--- config.mk ---
export PLATFORM = sky130hd
export DESIGN_NAME = mcu_link_arbiter
export DESIGN_NICKNAME = d
export VERILOG_FILES = /design/src/rtl/mcu_link_arbiter_pkg.sv /design/src/rtl/mcu_irq_collector.sv /design/src/rtl/mcu_link_arbiter.sv
export SDC_FILE = /design/constraint.sdc
export NUM_CORES = 1
export LEC_CHECK = 0
export CORE_UTILIZATION = 45
export DETAILED_ROUTE_END_ITERATION = 10
export PLACE_DENSITY = 0.83
export SYNTH_ARGS = -nofsm -noshare
export SYNTH_HDL_FRONTEND = slang
export SYNTH_HIERARCHICAL = 1
export SYNTH_SLANG_ARGS = --single-unit
--- constraint.sdc ---
create_clock -name clk -period 3.93 [get_ports clk]
set_input_delay 0.393 -clock clk [delete_from_list [all_inputs] [get_ports clk]]
set_output_delay 0.393 -clock clk [all_outputs]
set_load 0.02 [all_outputs]
--- src/rtl/mcu_link_arbiter_pkg.sv ---
// Shared definitions for the MCU byte-link arbiter: FSM states, system target ids and commands.
// Used by mcu_link_arbiter and mcu_irq_collector.
package mcu_link_arbiter_pkg;

    typedef enum logic [1:0] {
        StIdle    = 2'd0,
        StCmd     = 2'd1,
        StBody    = 2'd2,
        StDiscard = 2'd3
    } link_state_e;

    localparam logic [7:0] SYS_ID_DEFAULT   = 8'h00;
    localparam logic [7:0] SYS_CMD_CORE_ID  = 8'h00;
    localparam logic [7:0] SYS_CMD_IRQ_READ = 8'h01;
    localparam logic [7:0] SYS_CMD_IRQ_MASK = 8'h02;

    // System id takes precedence if it overlaps the external range.
    function automatic logic is_ext_id(input logic [7:0] id, input logic [7:0] sys_id,
                                       input logic [7:0] num_tgt);
        return (id != sys_id) && (id != 8'h00) && (id <= num_tgt);
    endfunction

endpackage

--- src/rtl/mcu_irq_collector.sv ---
// Interrupt collector: rising-edge detect, pending latch, ack pulses, masked irq output.
// MCU_LINK_IRQ_MASK_EN adds a writable mask; otherwise the mask is all ones.
module mcu_irq_collector
    import mcu_link_arbiter_pkg::*;
#(
    parameter int unsigned NUM_TGT = 4
) (
    input  logic               clk,
    input  logic               reset,
    input  logic [NUM_TGT-1:0] tgt_irq,
    input  logic               ack_req,
    input  logic               mask_wr,
    input  logic [NUM_TGT-1:0] mask_din,
    output logic [NUM_TGT-1:0] pending,
    output logic               irq,
    output logic [NUM_TGT-1:0] tgt_iack
);

    logic [NUM_TGT-1:0] irq_prev_q;
    logic [NUM_TGT-1:0] pending_q, pending_d;
    logic [NUM_TGT-1:0] iack_q;
    logic [NUM_TGT-1:0] mask;
    logic               irq_q;

`ifdef MCU_LINK_IRQ_MASK_EN
    logic [NUM_TGT-1:0] mask_q;

    always_ff @(posedge clk) begin
        if (reset) begin
            mask_q <= '1;
        end else if (mask_wr) begin
            mask_q <= mask_din;
        end
    end

    assign mask = mask_q;
`else
    logic unused_mask;
    assign unused_mask = ^{mask_wr, mask_din};
    assign mask        = '1;
`endif

    // A new edge in the ack cycle must survive the clear.
    always_comb begin
        pending_d = (pending_q & ~iack_q) | (tgt_irq & ~irq_prev_q);
    end

    always_ff @(posedge clk) begin
        if (reset) begin
            irq_prev_q <= '0;
            pending_q  <= '0;
            iack_q     <= '0;
            irq_q      <= 1'b0;
        end else begin
            irq_prev_q <= tgt_irq;
            pending_q  <= pending_d;
            iack_q     <= ack_req ? pending_q : '0;
            irq_q      <= |(pending_q & mask);
        end
    end

    assign pending  = pending_q;
    assign irq      = irq_q;
    assign tgt_iack = iack_q;

endmodule

--- src/rtl/mcu_link_arbiter.sv ---
// Shares the MCU SPI byte link among NUM_TGT byte-stream targets plus a built-in system target.
// MCU_LINK_IRQ_MASK_EN enables system command 0x02 (irq mask write).
module mcu_link_arbiter
    import mcu_link_arbiter_pkg::*;
#(
    parameter int unsigned NUM_TGT = 4,
    parameter logic [7:0]  SYS_ID  = SYS_ID_DEFAULT,
    parameter logic [7:0]  CORE_ID = 8'h5c
) (
    input  logic                 clk,
    input  logic                 reset,
    input  logic                 spi_strobe,
    input  logic                 spi_start,
    input  logic [7:0]           spi_din,
    output logic [7:0]           spi_dout,
    output logic                 irq,
    output logic [NUM_TGT-1:0]   tgt_strobe,
    output logic                 tgt_start,
    output logic [7:0]           tgt_din,
    input  logic [8*NUM_TGT-1:0] tgt_dout,
    input  logic [NUM_TGT-1:0]   tgt_irq,
    output logic [NUM_TGT-1:0]   tgt_iack
);

    localparam logic [7:0] NumTgtId = 8'(NUM_TGT);

    link_state_e        state_q, state_d;
    logic [7:0]         id_q, id_d;
    logic [7:0]         cmd_q, cmd_d;
    logic [7:0]         reply_q, reply_d;
    logic [7:0]         tgt_din_q, tgt_din_d;
    logic [NUM_TGT-1:0] tgt_strobe_q, tgt_strobe_d;
    logic               tgt_start_q, tgt_start_d;
    logic               ack_req, mask_wr;
    logic [NUM_TGT-1:0] pending;
    logic               cur_sys, in_frame;
    logic [7:0]         ext_dout;

    assign cur_sys  = (id_q == SYS_ID);
    assign in_frame = (state_q == StCmd) || (state_q == StBody);
    assign ext_dout = 8'(tgt_dout >> {id_q - 8'd1, 3'b000});

    always_ff @(posedge clk) begin
        if (reset) begin
            state_q <= StIdle;
        end else begin
            state_q <= state_d;
        end
    end

    always_comb begin
        state_d = state_q;
        id_d    = id_q;
        if (spi_strobe) begin
            if (spi_start) begin
                id_d    = spi_din;
                state_d = ((spi_din == SYS_ID) || is_ext_id(spi_din, SYS_ID, NumTgtId)) ?
                          StCmd : StDiscard;
            end else if (state_q == StCmd) begin
                state_d = StBody;
            end
        end
    end

    always_comb begin
        tgt_strobe_d = '0;
        tgt_start_d  = 1'b0;
        tgt_din_d    = tgt_din_q;
        cmd_d        = cmd_q;
        reply_d      = reply_q;
        ack_req      = 1'b0;
        mask_wr      = 1'b0;
        if (spi_strobe && !spi_start && in_frame) begin
            if (!cur_sys) begin
                tgt_strobe_d = NUM_TGT'(1) << (id_q - 8'd1);
                tgt_start_d  = (state_q == StCmd);
                tgt_din_d    = spi_din;
            end else if (state_q == StCmd) begin
                cmd_d = spi_din;
                case (spi_din)
                    SYS_CMD_CORE_ID:  reply_d = CORE_ID;
                    SYS_CMD_IRQ_READ: begin
                        reply_d = 8'(pending);
                        ack_req = 1'b1;
                    end
                    default:          reply_d = 8'h00;
                endcase
            end
`ifdef MCU_LINK_IRQ_MASK_EN
            else if (cmd_q == SYS_CMD_IRQ_MASK) begin
                mask_wr = 1'b1;
            end
`endif
        end

        unique case (state_q)
            StCmd, StBody: spi_dout = cur_sys ? reply_q : ext_dout;
            default:       spi_dout = 8'h00;
        endcase
    end

`ifndef MCU_LINK_IRQ_MASK_EN
    logic unused_cmd;
    assign unused_cmd = ^cmd_q;
`endif

    always_ff @(posedge clk) begin
        if (reset) begin
            id_q         <= 8'h00;
            cmd_q        <= 8'h00;
            reply_q      <= 8'h00;
            tgt_din_q    <= 8'h00;
            tgt_strobe_q <= '0;
            tgt_start_q  <= 1'b0;
        end else begin
            id_q         <= id_d;
            cmd_q        <= cmd_d;
            reply_q      <= reply_d;
            tgt_din_q    <= tgt_din_d;
            tgt_strobe_q <= tgt_strobe_d;
            tgt_start_q  <= tgt_start_d;
        end
    end

    assign tgt_strobe = tgt_strobe_q;
    assign tgt_start  = tgt_start_q;
    assign tgt_din    = tgt_din_q;

    mcu_irq_collector #(
        .NUM_TGT (NUM_TGT)
    ) u_irq (
        .clk      (clk),
        .reset    (reset),
        .tgt_irq  (tgt_irq),
        .ack_req  (ack_req),
        .mask_wr  (mask_wr),
        .mask_din (NUM_TGT'(spi_din)),
        .pending  (pending),
        .irq      (irq),
        .tgt_iack (tgt_iack)
    );

endmodule

==> results.json, run 1 <==
{
  "outcome": "completed",
  "p_leak_nw": 1.00,
  "drt_iter0_markers": 47,
  "arrival_ns": 2.81,
  "clock_path_buffers": 2,
  "cts_buffers": 5,
  "combPwrFrac": 0.177,
  "grt_pass1_vias": 1523,
  "layout.nets": 318,
  "die_h_um": 67.1,
  "avgSynthCellArea_um2": 9.93,
  "rsz0062_at_grt": "false",
  "place_congestion": 0.811,
  "dp.final_hpwl_um": 3380,
  "final-instance-count-excl-fill": 318,
  "slew_headroom": 0.680,
  "grt_pass1_wl_um": 7170,
  "clk_latency_ns": 0.30,
  "synth.cell_area_mm2": 0.00191,
  "cts_max_level": 2,
  "path_clk_slew_ns": 0.08,
  "cts_sinks": 41,
  "initial_core_util": 0.473,
  "setup_violations": 0,
  "hp-class": "register to register",
  "ir_drop_uv": 244,
  "syn_nets": 243,
  "setup.worst_path.start_class": "register",
  "vias": 1661,
  "routedWlPerCell_um": 14.4,
  "vias_per_cell": 5.22,
  "die_w_um": 67.1,
  "final_max_slew_viol_count": 0,
  "cts.hold.buffers_added": 0,
  "diodes": 0,
  "synthCells": 192,
  "path_max_fanout": 14,
  "grt_usage": 0.219,
  "cts_resized": 0,
  "fmax_mhz": 313,
  "cp.required_ns": 3.54,
  "dp_cells": 310,
  "drt-total-wl_um": 4570,
  "ant_nets": 0,
  "yosys_warnings": 6,
  "root_buffer": "clkbuf_8",
  "dr.pass1.iters": 4,
  "crit_path_end_kind": "output pin",
  "clkPwrFrac": 0.325,
  "power.switching_w": 0.000235,
  "syn_to_final_growth_pct": 45.5,
  "post-route-min-period_ns": 3.20,
  "power_frac_seq": 0.497,
  "grt_max_degree": 36,
  "fin_setup_tns_ns": 0,
  "boundaryPins": 74,
  "hold_violations": 0,
  "maxCapViolCount": 0,
  "post_cts_buffers": 0,
  "num_rows": 23,
  "port-buffer-count": 73,
  "crit_type": "register to output pin",
  "grt_overflow": 0,
  "post-route-period-util": 0.814,
  "worstMarginPinSlew_ns": 0.479,
  "drc": 0,
  "core_area_mm2": 0.00403,
  "switching_share": 0.267,
  "power_density_mw_per_mm2": 318,
  "internal-power_w": 0.000647,
  "drive_above_1_share": 0.123,
  "fp.dieArea_mm2": 0.00450,
  "fin_worst_skew_ns": 0.00737,
  "cts_tree": "yes",
  "antenna_found_initial": 0
}
layout make-up:
class / count / area, um^2
Clock inverter: 3 / 25.0
Clock buffer: 5 / 68.8
Multi-Input combinational cell: 138 / 1020
Inverter: 5 / 18.8
Fill cell: 353 / 1250
Tap cell: 50 / 62.6
Sequential cell: 41 / 821
Timing Repair Buffer: 76 / 753
placed cells by master (no fill, tap or decap), types with 2 or more instances in the layout:
cell             count
a22o_1               3
and2_1               7
mux2i_1              8
and2b_2              4
clkbuf_8             5
nand4_1              3
o21ai_0              2
inv_1                5
nor3b_2              2
a32o_1               3
dfxtp_1             41
buf_4                3
nor4_1               2
nand2b_1            10
nor3_2               4
ha_1                 3
nand2_1             23
a21oi_1             16
and3b_1              2
nor2_1              20
clkdlybuf4s50_1     73
mux4_2               8
a32oi_1              3
path summary, 6_finish.rpt:
kind,from,endpoint,slack [ns],cells past startpoint
max,id_q[0]$_SDFFE_PP0P_,spi_dout[4],0.73,8
min,reply_q[0]$_SDFFE_PP0P_,reply_q[0]$_SDFFE_PP0P_,0.47,2
max reg2reg,state_q[1]$_SDFFE_PP0P_,u_irq/tgt_iack[3]$_SDFF_PP0_,1.89,8
min reg2reg,reply_q[0]$_SDFFE_PP0P_,reply_q[0]$_SDFFE_PP0P_,0.47,2
registers in the layout, summed over array words and instances, names as in the netlist:
signal,count
tgt_din,8
u_irq/irq_prev_q,4
u_irq/pending,4
tgt_start,1
state_q,2
tgt_strobe,4
u_irq/irq,1
u_irq/tgt_iack,4
id_q,8
reply_q,5
routing by layer:
metal	track usage	wire length, um	up-vias	share of wire
li1	-	-	835	-
met1	0.272	1970	764	0.43
met2	0.344	2210	56	0.48
met3	0.0651	307	6	0.067
met4	0.104	87	0	0.019
met5	0	0	-	0
power groups by stage:
stage	registers [W]	clock network [W]	logic (W)
after floorplan	0.000451	0	0.0000769
after detailed placement	0.000449	0	0.000156
final	0.000439	0.000287	0.000157
after global placement	0.000448	0	0.000154
after global routing	0.000442	0.000316	0.000170
after CTS	0.000439	0.000297	0.000157
per-stage QoR:
stage	worst slack [ns]	utilization	cell area, um^2	hold WS [ns]	power (W)
after floorplan	1.39	-	1910	0.431	0.000528
after global placement	1.13	0.665	2680	0.448	0.000602
after detailed placement	1.05	0.665	2680	0.453	0.000605
after CTS	0.683	0.689	2770	0.467	0.000894
after global routing	0.532	0.689	2770	0.495	0.000927
final	0.731	0.689	2770	0.471	0.000883
worst max-delay path: stages, from the launching register on:
cell             delay (ns)
dfxtp_1                0.30
buf_4                  0.19
inv_1                  0.16
ha_1                   0.16
nor3b_2                0.35
nand2_1                0.13
nor2_1                 0.40
a22o_1                 0.22
clkdlybuf4s50_1        0.60
(Power assumes the default switching activity.)
==> run 2: changes to the inputs <==
--- a/config.mk
+++ b/config.mk
@@ -5,9 +5,9 @@
 export SDC_FILE = /design/constraint.sdc
 export NUM_CORES = 1
 export LEC_CHECK = 0
-export CORE_UTILIZATION = 45
+export CORE_UTILIZATION = 43
 export DETAILED_ROUTE_END_ITERATION = 10
-export PLACE_DENSITY = 0.83
+export PLACE_DENSITY = 0.8
 export SYNTH_ARGS = -nofsm -noshare
 export SYNTH_HDL_FRONTEND = slang
 export SYNTH_HIERARCHICAL = 1
==> constraint.sdc (replaced) <==
create_clock -name clk -period 3.25 [get_ports clk]
set_input_delay 0.325 -clock clk [delete_from_list [all_inputs] [get_ports clk]]
set_output_delay 0.325 -clock clk [all_outputs]
set_load 0.02 [all_outputs]
==> run 2 against run 1 <==
- core utilization is 0.93 points lower
- die area rose by 4.5%
- cell count did not move
- first-iteration DRC count up 30%
- largest cell class unchanged
==> results.json, run 2 (synthesis results as in run 1) <==
{
  "die_h_um": 68.6,
  "root_buffer": "clkbuf_8",
  "cts.hold.buffers_added": 0,
  "dr.pass1.iters": 4,
  "grt_pass1_vias": 1659,
  "drt_iter0_markers": 61,
  "final-instance-count-excl-fill": 318,
  "hp-class": "register to register",
  "fp.dieArea_mm2": 0.00470,
  "final_common_cell": "clkdlybuf4s50_1",
  "clkPwrFrac": 0.363,
  "p_total_w": 0.00113,
  "holdWs_ns": 0.458,
  "cts_tree": "yes",
  "layout.nets": 318,
  "final_max_slew_viol_count": 0,
  "switching_share": 0.244,
  "slew_headroom": 0.679,
  "antenna_found_initial": 0,
  "place_congestion": 0.876,
  "final_util": 0.679,
  "post-route-min-period_ns": 2.98,
  "cp.required_ns": 2.92,
  "cts_resized": 0,
  "internal-power_w": 0.000858,
  "grt_overflow": 0,
  "grt_pass1_wl_um": 7460,
  "power_density_mw_per_mm2": 406,
  "drt-total-wl_um": 4800,
  "maxCapViolCount": 0,
  "ir_drop_uv": 318,
  "rsz0062_at_grt": "false",
  "combPwrFrac": 0.169,
  "die_w_um": 68.6,
  "hold_violations": 0,
  "setup_violations": 0,
  "post-route-period-util": 0.918,
  "dp.final_hpwl_um": 3690,
  "power.switching_w": 0.000277,
  "power_frac_seq": 0.468,
  "crit_type": "register to output pin",
  "path_clk_slew_ns": 0.08,
  "post_cts_buffers": 0,
  "boundaryPins": 74,
  "cts_sinks": 41,
  "fmax_mhz": 335,
  "setup.worst_path.start_class": "register",
  "grt_max_degree": 36,
  "diodes": 0,
  "drive_above_1_share": 0.123,
  "cts_max_level": 2,
  "worstMarginPinSlew_ns": 0.481,
  "outcome": "completed",
  "final_cell_mix": "clkdlybuf4s50_1 (73), dfxtp_1 (41), nand2_1 (23)",
  "grt_usage": 0.217,
  "p_leak_nw": 1.01,
  "dp_cells": 310,
  "fin_worst_skew_ns": 0.00818,
  "clk_latency_ns": 0.29,
  "core_area_mm2": 0.00412,
  "cts_buffers": 5,
  "fin_setup_tns_ns": 0,
  "num_rows": 23,
  "initial_core_util": 0.463,
  "path_max_fanout": 5,
  "routedWlPerCell_um": 15.1,
  "drc": 0,
  "syn_to_final_growth_pct": 46.6,
  "crit_path_end_kind": "output pin",
  "clock_path_buffers": 2,
  "ant_nets": 0,
  "vias": 1699,
  "final.fill_count": 348,
  "vias_per_cell": 5.34,
  "arrival_ns": 2.66,
  "port-buffer-count": 73
}
## run 2: changes by cell type in the layout (fill, tap and decap cells not counted)
cell       previous run  this run
bufinv_16             0         1
inv_6                 1         0
## run 2: routing by layer
metal  part of all wire  vias to the layer above  track usage
li1                   -                      834            -
met1               0.42                      802        0.261
met2               0.50                       59        0.369
met3              0.067                        4       0.0526
met4             0.0096                        0       0.0859
met5                  0                        -            0
## run 2: power groups by stage
stage | Sequential, W | Combinational (W) | Clock (W)
floorplan | 0.000546 | 0.0000930 | 0
global route | 0.000534 | 0.000208 | 0.000446
CTS | 0.000531 | 0.000192 | 0.000421
detailed placement | 0.000543 | 0.000191 | 0
global placement | 0.000543 | 0.000185 | 0
finish | 0.000531 | 0.000191 | 0.000412
## run 2: worst paths after layout
path | start | end | slack, ns | cells past startpoint
setup / recovery | state_q[1]$_SDFFE_PP0P_ | spi_dout[6] | 0.27 | 7
hold / removal | reply_q[1]$_SDFFE_PP0P_ | reply_q[1]$_SDFFE_PP0P_ | 0.46 | 2
setup reg to reg | state_q[1]$_SDFFE_PP0P_ | u_irq/tgt_iack[3]$_SDFF_PP0_ | 1.24 | 8
hold reg to reg | reply_q[1]$_SDFFE_PP0P_ | reply_q[1]$_SDFFE_PP0P_ | 0.46 | 2
## run 2: per-stage QoR
step           cell area, um^2  setup slack, ns
6_report                  2800            0.268
5_1_grt                   2800           0.0818
4_1_cts                   2800            0.255
3_5_place_dp              2680            0.591
3_3_place_gp              2680            0.649
2_1_floorplan             1910            0.777
## run 2: layout make-up
type                            instances  area, um^2  share of cell area
Tap cell                               50        62.6              0.0224
Timing Repair Buffer                   76         753               0.269
Sequential cell                        41         821               0.294
Inverter                                5        18.8             0.00671
Multi-Input combinational cell        138        1020               0.367
Clock inverter                          3        46.3              0.0166
Clock buffer                            5        68.8              0.0246
## run 2: critical path, cell delays in order, from the launching register on
cell	delay, ns
dfxtp_1	0.32
inv_1	0.05
ha_1	0.31
a2111o_1	0.37
a21oi_2	0.18
nor3b_2	0.34
a22o_1	0.20
clkdlybuf4s50_1	0.59
